===== config.mk =====
export PLATFORM = sky130hd
export DESIGN_NAME = as_arbiter_flat
export DESIGN_NICKNAME = d
export VERILOG_FILES = /design/src/rtl/as_arbiter_if.sv /design/src/rtl/as_arbiter.sv /design/src/flat_wrapper.sv
export SDC_FILE = /design/constraint.sdc
export NUM_CORES = 1
export LEC_CHECK = 0
export ABC_CLOCK_PERIOD_IN_PS = 10650
export BUFFER_PORTS_ARGS = -buffer_cell sky130_fd_sc_hd__buf_2
export CORE_UTILIZATION = 55
export CTS_CLUSTER_SIZE = 24
export DETAILED_ROUTE_END_ITERATION = 8
export GPL_TIMING_DRIVEN = 0
export PLACE_DENSITY = 0.93
export SYNTH_ARGS = -nofsm -noshare
export SYNTH_HDL_FRONTEND = slang
export SYNTH_SLANG_ARGS = --single-unit

===== constraint.sdc =====
create_clock -name clk -period 10.65 [get_ports clk]
set_input_delay 0.5325 -clock clk [delete_from_list [all_inputs] [get_ports clk]]
set_output_delay 0.5325 -clock clk [all_outputs]
set_load 0.05 [all_outputs]

===== src/rtl/as_arbiter_if.sv =====
// Request/response bundle shared by the two requesters, the consumer and as_arbiter.
// The arbiter uses the slave modport; the requester/consumer side uses the master modport.
interface as_arbiter_if #(parameter int WIDTH = 32);
  logic             r0_valid, r0_mode, r0_ready;
  logic [WIDTH-1:0] r0_op1, r0_op2;
  logic             r1_valid, r1_mode, r1_ready;
  logic [WIDTH-1:0] r1_op1, r1_op2;
  logic             rsp_valid, rsp_id, rsp_flag, rsp_ready;
  logic [WIDTH-1:0] rsp_result;

  modport slave (
    input  r0_valid, r0_mode, r0_op1, r0_op2,
    input  r1_valid, r1_mode, r1_op1, r1_op2,
    input  rsp_ready,
    output r0_ready, r1_ready,
    output rsp_valid, rsp_id, rsp_result, rsp_flag
  );

  modport master (
    output r0_valid, r0_mode, r0_op1, r0_op2,
    output r1_valid, r1_mode, r1_op1, r1_op2,
    output rsp_ready,
    input  r0_ready, r1_ready,
    input  rsp_valid, rsp_id, rsp_result, rsp_flag
  );
endinterface


===== src/rtl/as_arbiter.sv =====
// Two-requester round-robin arbiter feeding a single add/sub unit with a one-entry
// response register; a new request can load on the same edge the old response retires.
module as_arbiter #(
  parameter int WIDTH = 32
) (
  input logic        clk,
  input logic        rst,
  as_arbiter_if.slave bus
);
  localparam int NUM_REQ = 2;

  typedef enum logic {IDLE, RESP} state_e;

  state_e state_q, state_d;
  logic   prio_q;

  logic [NUM_REQ-1:0]            vld, mode, rdy;
  logic [NUM_REQ-1:0][WIDTH-1:0] op1, op2;

  logic             win_open, gnt_vld, gnt_id, acc;
  logic [WIDTH:0]   sum;
  logic [WIDTH-1:0] res_q;
  logic             flag_q, id_q;

  assign vld  = {bus.r1_valid, bus.r0_valid};
  assign mode = {bus.r1_mode,  bus.r0_mode};
  assign op1  = {bus.r1_op1,   bus.r0_op1};
  assign op2  = {bus.r1_op2,   bus.r0_op2};

  always_comb begin
    win_open = 1'b0;
    gnt_vld  = 1'b0;
    gnt_id   = 1'b0;
    acc      = 1'b0;
    rdy      = '0;
    state_d  = state_q;
    win_open = (state_q == IDLE) || bus.rsp_ready;
    gnt_vld  = |vld;
    // Contention is settled by prio; otherwise the lone valid wins.
    gnt_id   = (&vld) ? prio_q : vld[1];
    // Nothing is accepted on an edge where reset is asserted.
    acc      = rst && win_open && gnt_vld;
    if (acc) begin
      rdy[gnt_id] = 1'b1;
      state_d     = RESP;
    end else if (state_q == RESP && bus.rsp_ready) begin
      state_d = IDLE;
    end
  end

  // Borrow for subtract falls out of bit WIDTH of the zero-extended difference.
  assign sum = mode[gnt_id] ? ({1'b0, op1[gnt_id]} - {1'b0, op2[gnt_id]})
                            : ({1'b0, op1[gnt_id]} + {1'b0, op2[gnt_id]});

  always_ff @(posedge clk) begin
    if (!rst) begin
      state_q <= IDLE;
      prio_q  <= 1'b0;
      res_q   <= '0;
      flag_q  <= 1'b0;
      id_q    <= 1'b0;
    end else begin
      state_q <= state_d;
      if (acc) begin
        prio_q <= ~gnt_id;
        res_q  <= sum[WIDTH-1:0];
        flag_q <= sum[WIDTH];
        id_q   <= gnt_id;
      end
    end
  end

  assign bus.r0_ready   = rdy[0];
  assign bus.r1_ready   = rdy[1];
  assign bus.rsp_valid  = (state_q == RESP);
  assign bus.rsp_id     = id_q;
  assign bus.rsp_result = res_q;
  assign bus.rsp_flag   = flag_q;
endmodule


===== src/flat_wrapper.sv =====
// flat-port wrapper written by rule: the top's interface ports become plain ports
module as_arbiter_flat 
#(
  parameter int WIDTH = 32
)
  (clk, rst, bus_r0_valid, bus_r0_mode, bus_r0_op1, bus_r0_op2, bus_r1_valid, bus_r1_mode, bus_r1_op1, bus_r1_op2, bus_rsp_ready, bus_r0_ready, bus_r1_ready, bus_rsp_valid, bus_rsp_id, bus_rsp_result, bus_rsp_flag);
  as_arbiter_if #(.WIDTH(WIDTH)) bus_i ();
  input logic clk;
  input logic rst;
  input wire logic [$bits(bus_i.r0_valid)-1:0] bus_r0_valid;
  input wire logic [$bits(bus_i.r0_mode)-1:0] bus_r0_mode;
  input wire logic [$bits(bus_i.r0_op1)-1:0] bus_r0_op1;
  input wire logic [$bits(bus_i.r0_op2)-1:0] bus_r0_op2;
  input wire logic [$bits(bus_i.r1_valid)-1:0] bus_r1_valid;
  input wire logic [$bits(bus_i.r1_mode)-1:0] bus_r1_mode;
  input wire logic [$bits(bus_i.r1_op1)-1:0] bus_r1_op1;
  input wire logic [$bits(bus_i.r1_op2)-1:0] bus_r1_op2;
  input wire logic [$bits(bus_i.rsp_ready)-1:0] bus_rsp_ready;
  output wire logic [$bits(bus_i.r0_ready)-1:0] bus_r0_ready;
  output wire logic [$bits(bus_i.r1_ready)-1:0] bus_r1_ready;
  output wire logic [$bits(bus_i.rsp_valid)-1:0] bus_rsp_valid;
  output wire logic [$bits(bus_i.rsp_id)-1:0] bus_rsp_id;
  output wire logic [$bits(bus_i.rsp_result)-1:0] bus_rsp_result;
  output wire logic [$bits(bus_i.rsp_flag)-1:0] bus_rsp_flag;
  assign bus_i.r0_valid = bus_r0_valid;
  assign bus_i.r0_mode = bus_r0_mode;
  assign bus_i.r0_op1 = bus_r0_op1;
  assign bus_i.r0_op2 = bus_r0_op2;
  assign bus_i.r1_valid = bus_r1_valid;
  assign bus_i.r1_mode = bus_r1_mode;
  assign bus_i.r1_op1 = bus_r1_op1;
  assign bus_i.r1_op2 = bus_r1_op2;
  assign bus_i.rsp_ready = bus_rsp_ready;
  assign bus_r0_ready = bus_i.r0_ready;
  assign bus_r1_ready = bus_i.r1_ready;
  assign bus_rsp_valid = bus_i.rsp_valid;
  assign bus_rsp_id = bus_i.rsp_id;
  assign bus_rsp_result = bus_i.rsp_result;
  assign bus_rsp_flag = bus_i.rsp_flag;
  as_arbiter #(.WIDTH(WIDTH)) u_core (.clk(clk), .rst(rst), .bus(bus_i));
endmodule

==> flow_summary.html <==
<table>
<tr><th>Metric</th><th>Value</th></tr>
<tr><th colspan="2">Cells and area</th></tr>
<tr><td>Area delta synth-&gt;final</td><td>23.6%</td></tr>
<tr><td>Footprint of the multi-input gates</td><td>3680 µm²</td></tr>
<tr><td>Final layout net count</td><td>1006</td></tr>
<tr><td>Layout cells sized above 1</td><td>0.242</td></tr>
<tr><td>Antenna diode count</td><td>0</td></tr>
<tr><td>Number of inserted filler cells in the final layout</td><td>about 700</td></tr>
<tr><td>Area occupied by registers</td><td>721 µm²</td></tr>
<tr><td>Final std cell area, no fill</td><td>5680 µm²</td></tr>
<tr><td>Utilization of the core after routing</td><td>0.720</td></tr>
<tr><th colspan="2">STA</th></tr>
<tr><td>Final Hold Violating Endpoints</td><td>0</td></tr>
<tr><td>Unrepaired setup endpoints after global routing</td><td>false</td></tr>
<tr><td>Post-route setup TNS</td><td>0 ps</td></tr>
<tr><td>Post-layout minimum cycle time</td><td>5790 ps</td></tr>
<tr><td>Max-slew headroom</td><td>0.498</td></tr>
<tr><td>Highest attainable clock frequency</td><td>173 MHz</td></tr>
<tr><td>Worst clock skew</td><td>2.70 ps</td></tr>
<tr><td>Final max-slew violation count</td><td>0</td></tr>
<tr><td>Share of the cycle needed by the critical path after routing</td><td>0.544</td></tr>
<tr><td>Pin slew with the least headroom to its limit</td><td>between 700 and 800 ps</td></tr>
<tr><td>Final number of setup-violating endpoints</td><td>0</td></tr>
<tr><th colspan="2">Synth</th></tr>
<tr><td>Area contributors post-synth</td><td>sky130_fd_sc_hd__dfxtp_1, sky130_fd_sc_hd__nand2_1, sky130_fd_sc_hd__ha_1, sky130_fd_sc_hd__mux2i_1, sky130_fd_sc_hd__xor2_1</td></tr>
<tr><td>Post-synthesis sequential area ratio</td><td>0.157</td></tr>
<tr><td>Synthesis Warnings</td><td>0</td></tr>
<tr><td>Number of library cell types mapped by synthesis</td><td>64</td></tr>
<tr><td>Number of flops mapped to enable cells by yosys</td><td>0</td></tr>
<tr><td>Area of the mapped netlist</td><td>around 4600 µm²</td></tr>
<tr><td>Most used flip-flop cell after synthesis</td><td>sky130_fd_sc_hd__dfxtp_1</td></tr>
<tr><td>Flip-flop and latch count after synthesis</td><td>36</td></tr>
<tr><td>Proportion of synthesized flip-flops having asynchronous set or reset</td><td>0</td></tr>
<tr><td>Library cell with the largest summed area after synthesis</td><td>sky130_fd_sc_hd__dfxtp_1</td></tr>
<tr><td>Synth top area share</td><td>0.157</td></tr>
<tr><td>Mean instance size in the synthesized netlist</td><td>slightly below 7 µm²</td></tr>
<tr><td>Mapped Nets</td><td>830</td></tr>
<tr><td>Cells after Synth</td><td>around 660</td></tr>
<tr><th colspan="2">Clock network</th></tr>
<tr><td>Number of gates resized after cts</td><td>0</td></tr>
<tr><td>Clock buffer depth</td><td>2</td></tr>
<tr><td>Clock tree from TritonCTS</td><td>done</td></tr>
<tr><td>H-tree depth</td><td>2</td></tr>
<tr><td>Root cell of the clock tree</td><td>sky130_fd_sc_hd__clkbuf_8</td></tr>
<tr><td>Clock latency at the later pin of the worst-skew pair</td><td>290 ps</td></tr>
<tr><td>Hold-fix buffers, CTS</td><td>0</td></tr>
<tr><td>Post-CTS setup-driven buffer insertion count</td><td>0</td></tr>
<tr><td>Total number of clock tree sinks</td><td>36</td></tr>
<tr><td>Clock transition at path regs</td><td>about 70 ps</td></tr>
<tr><td>Number of buffers inserted during clock tree synthesis</td><td>5</td></tr>
<tr><th colspan="2">Global routing</th></tr>
<tr><td>Aggregate global-route resource usage</td><td>0.354</td></tr>
<tr><td>GRT overflow</td><td>0</td></tr>
<tr><td>Wire length of the first global-routing pass</td><td>around 24 mm</td></tr>
<tr><td>Largest net degree at the start of global routing</td><td>13</td></tr>
<tr><td>Busiest metal layer after global routing</td><td>met2</td></tr>
<tr><td>Number of antenna violations at the first check in global routing</td><td>0</td></tr>
<tr><td>Met1 track demand over resource</td><td>0.466</td></tr>
<tr><td>Met2 global-route usage</td><td>0.605</td></tr>
<tr><td>Via count of the first global-routing pass</td><td>5174</td></tr>
<tr><td>Met3 track demand over resource in global routing</td><td>0.0163</td></tr>
<tr><th colspan="2">Worst setup path</th></tr>
<tr><td>Kind of critical path</td><td>reg -&gt; reg</td></tr>
<tr><td>Beginning of the critical path</td><td>u_core.prio_q$_SDFFE_PN0P_</td></tr>
<tr><td>Cell with the most instances on the worst path</td><td>sky130_fd_sc_hd__buf_2</td></tr>
<tr><td>Cell at the slowest stage of the critical path</td><td>sky130_fd_sc_hd__a21boi_1</td></tr>
<tr><td>Startpoint kind of the worst setup timing path</td><td>register</td></tr>
<tr><td>Category of the worst setup path capture point</td><td>register</td></tr>
<tr><td>Critical-path cell list</td><td>nand2b_1, nand2_1, buf_2, buf_2, buf_2, mux2i_1, ha_1, a21boi_1, nand2_1, nor3_1, nor2_1, xor2_1, ha_1, and4_1, and3_1, o311a_1, o31a_1, o21ai_1, o31ai_1, xnor2_1, o21ai_1</td></tr>
<tr><td>Crit Reg-Reg Startpoint</td><td>u_core.prio_q$_SDFFE_PN0P_</td></tr>
<tr><td>Critical path peak fanout</td><td>10</td></tr>
<tr><td>Required time reported for the critical path endpoint</td><td>10830 ps</td></tr>
<tr><td>Buffering stage count on the worst path with inverters included</td><td>3</td></tr>
<tr><td>Category of cells accounting for the largest share of critical-path delay</td><td>simple AND/OR/NAND/NOR gates</td></tr>
<tr><td>Max stage delay on crit path</td><td>460 ps</td></tr>
<tr><td>Crit path DAT</td><td>5970 ps</td></tr>
<tr><th colspan="2">Route</th></tr>
<tr><td>Wire length per cell after detailed routing</td><td>16.9 µm</td></tr>
<tr><td>1st-iter DRT viols</td><td>384</td></tr>
<tr><td>Via count</td><td>5762</td></tr>
<tr><td>Average via count per standard cell</td><td>6.13</td></tr>
<tr><td>Remaining design rule violation count</td><td>0</td></tr>
<tr><td>Post-Route WL</td><td>15.9 mm</td></tr>
<tr><td>Antenna violation net count after detailed routing</td><td>0</td></tr>
<tr><td>Number of detailed-routing iterations run before antenna repair</td><td>6</td></tr>
<tr><th colspan="2">Placed design</th></tr>
<tr><td>Final weighted congestion in routability-driven placement</td><td>between 0.9 and 1</td></tr>
<tr><td>Area after detailed placement</td><td>5570 µm²</td></tr>
<tr><td>Detailed-placement wirelength estimate</td><td>13.0 mm</td></tr>
<tr><td>Number of input and output port buffers inserted</td><td>approximately 170</td></tr>
<tr><th colspan="2">Floorplanning</th></tr>
<tr><td>Number of ports placed on the die boundary</td><td>172</td></tr>
<tr><td>Area enclosed by the die boundary</td><td>8730 µm²</td></tr>
<tr><td>Standard-cell rows</td><td>32</td></tr>
<tr><td>Die X</td><td>93.4 µm</td></tr>
<tr><td>Initial core utilization</td><td>0.583</td></tr>
<tr><td>Core region area</td><td>about 7900 µm²</td></tr>
<tr><td>Die span in y</td><td>a little over 90 µm</td></tr>
<tr><th colspan="2">Hold path</th></tr>
<tr><td>Path type of the worst min-delay path</td><td>reg -&gt; reg</td></tr>
<tr><td>Hold wc startpoint</td><td>u_core.bus.rsp_result[18]$_SDFFE_PN0P_</td></tr>
<tr><th colspan="2">Power and ir drop</th></tr>
<tr><td>Power density over cell area</td><td>161 nW/µm²</td></tr>
<tr><td>Power share of the clock group</td><td>0.132</td></tr>
<tr><td>Share of power burned in combinational logic</td><td>0.660</td></tr>
<tr><td>Int Power</td><td>around 0.00044 W</td></tr>
<tr><td>Net switching power</td><td>0.000476 W</td></tr>
<tr><td>LEAKAGE</td><td>2.88 nW</td></tr>
<tr><td>Final Power</td><td>0.000915 W</td></tr>
<tr><td>Maximum vdd drop</td><td>between 0.07 and 0.08 mV</td></tr>
<tr><td>Relative contribution of sequential cells to total power</td><td>0.209</td></tr>
<tr><td>Fraction of power spent switching nets</td><td>0.519</td></tr>
<tr><th colspan="2">Status</th></tr>
<tr><td>Status</td><td>finished, final reports clean</td></tr>
<tr><th colspan="2">Flow run</th></tr>
<tr><td>Max-cap violations</td><td>0</td></tr>
</table>
-- sequential cells by signal, indices dropped and copies added, names as in the netlist --
name and count:
u_core.bus.rsp_result 32, u_core.bus.rsp_flag 1, u_core.bus.rsp_id 1, u_core.bus.rsp_valid 1, u_core.prio_q 1
-- worst reg2reg max path: cells and delay by family, from the launching register on --
family | cells | cell delay, ps
flops | 1 | 360
fa+ha+maj | 2 | 620
compound gates | 6 | 1500
simple gates | 7 | 1580
buf+inv | 3 | 960
mux | 1 | 270
xor+xnor | 2 | 400
-- kinds of logic after synthesis --
logic type / share of synthesized area
fa+ha+maj: 0.0942
xor+xnor: 0.105
compound gates: 0.238
buf+inv: 0.0422
mux: 0.0765
simple gates: 0.288
flops: 0.157
-- metal layers --
metal,wire length (µm),part of all wire
met4,513,0.032
met3,1100,0.069
met5,0,0
met1,6900,0.43
met2,7400,0.47
-- final timing paths --
kind / cells after the start / endpoint / slack [ps]
setup / recovery: 21 / u_core.bus.rsp_result[30]$_SDFFE_PN0P_ / 4860
hold / removal: 2 / u_core.bus.rsp_result[18]$_SDFFE_PN0P_ / 460
setup reg to reg: 21 / u_core.bus.rsp_result[30]$_SDFFE_PN0P_ / 4860
hold reg to reg: 2 / u_core.bus.rsp_result[18]$_SDFFE_PN0P_ / 460
-- cell usage after synthesis, types with 3 or more instances --
cell type / n
sky130_fd_sc_hd__dfxtp_1: 36
sky130_fd_sc_hd__or3_1: 6
sky130_fd_sc_hd__o211ai_1: 7
sky130_fd_sc_hd__a21oi_1: 38
sky130_fd_sc_hd__nor3b_1: 4
sky130_fd_sc_hd__mux2i_1: 34
sky130_fd_sc_hd__nor4_1: 6
sky130_fd_sc_hd__a31oi_1: 10
sky130_fd_sc_hd__buf_2: 11
sky130_fd_sc_hd__xor2_1: 28
sky130_fd_sc_hd__ha_1: 33
sky130_fd_sc_hd__nand4_1: 8
sky130_fd_sc_hd__a21o_1: 16
sky130_fd_sc_hd__buf_1: 3
sky130_fd_sc_hd__nor2_1: 39
sky130_fd_sc_hd__o21ai_0: 29
sky130_fd_sc_hd__a211oi_1: 4
sky130_fd_sc_hd__nand3_1: 39
sky130_fd_sc_hd__xnor2_1: 27
sky130_fd_sc_hd__nand2_1: 142
sky130_fd_sc_hd__o31a_1: 5
sky130_fd_sc_hd__and4_1: 3
sky130_fd_sc_hd__nor3_1: 18
sky130_fd_sc_hd__and3_1: 5
sky130_fd_sc_hd__o21a_1: 3
sky130_fd_sc_hd__inv_1: 12
sky130_fd_sc_hd__o21ai_1: 18
sky130_fd_sc_hd__o31ai_1: 9
sky130_fd_sc_hd__nand2b_1: 6
sky130_fd_sc_hd__clkbuf_1: 21
-- stage by stage --
stage	hold WS (ps)	setup slack, ps	instances
CTS	460	5030	940
finish	458	4860	940
detailed placement	450	4850	932
global route	480	4680	940
floorplan	484	6000	661
global placement	442	4850	932
-- cell type report --
| type | instances | share of cell area |
|---|---|---|
| inverter | 13 | 0.00859 |
| multi-input combinational | 577 | 0.648 |
| timing repair buffer | 169 | 0.149 |
| clock buffer | 5 | 0.0121 |
| tap | 102 | 0.0225 |
| sequential | 36 | 0.127 |
| buffer | 35 | 0.0255 |
| clock inverter | 3 | 0.00749 |
-- cell usage in the layout, fill, tap and decap left out, drive strengths merged, types with 3 or more instances in the layout --
cell    count
inv        13
nand2b      6
o21ai      47
o31a        5
o21a        3
and3        5
nand3      39
nand4       8
xnor2      27
nor3       19
nor4        7
xor2       28
a211oi      5
a21o       16
o31ai      10
mux2i      34
or3         6
ha         33
o211ai      7
nor2       40
clkbuf     26
a31oi      10
nand2     142
dfxtp      36
and4        3
buf       183
nor3b       4
a21oi      40
-- power by group through the flow --
stage	registers, W	clock network [W]	logic (W)
global placement	0.000190	0	0.000576
finish	0.000191	0.000121	0.000604
global route	0.000194	0.000126	0.000646
floorplan	0.000318	0	0.000309
CTS	0.000191	0.000120	0.000592
detailed placement	0.000193	0	0.000589
No activity file was read; power rests on OpenSTA's default activity.
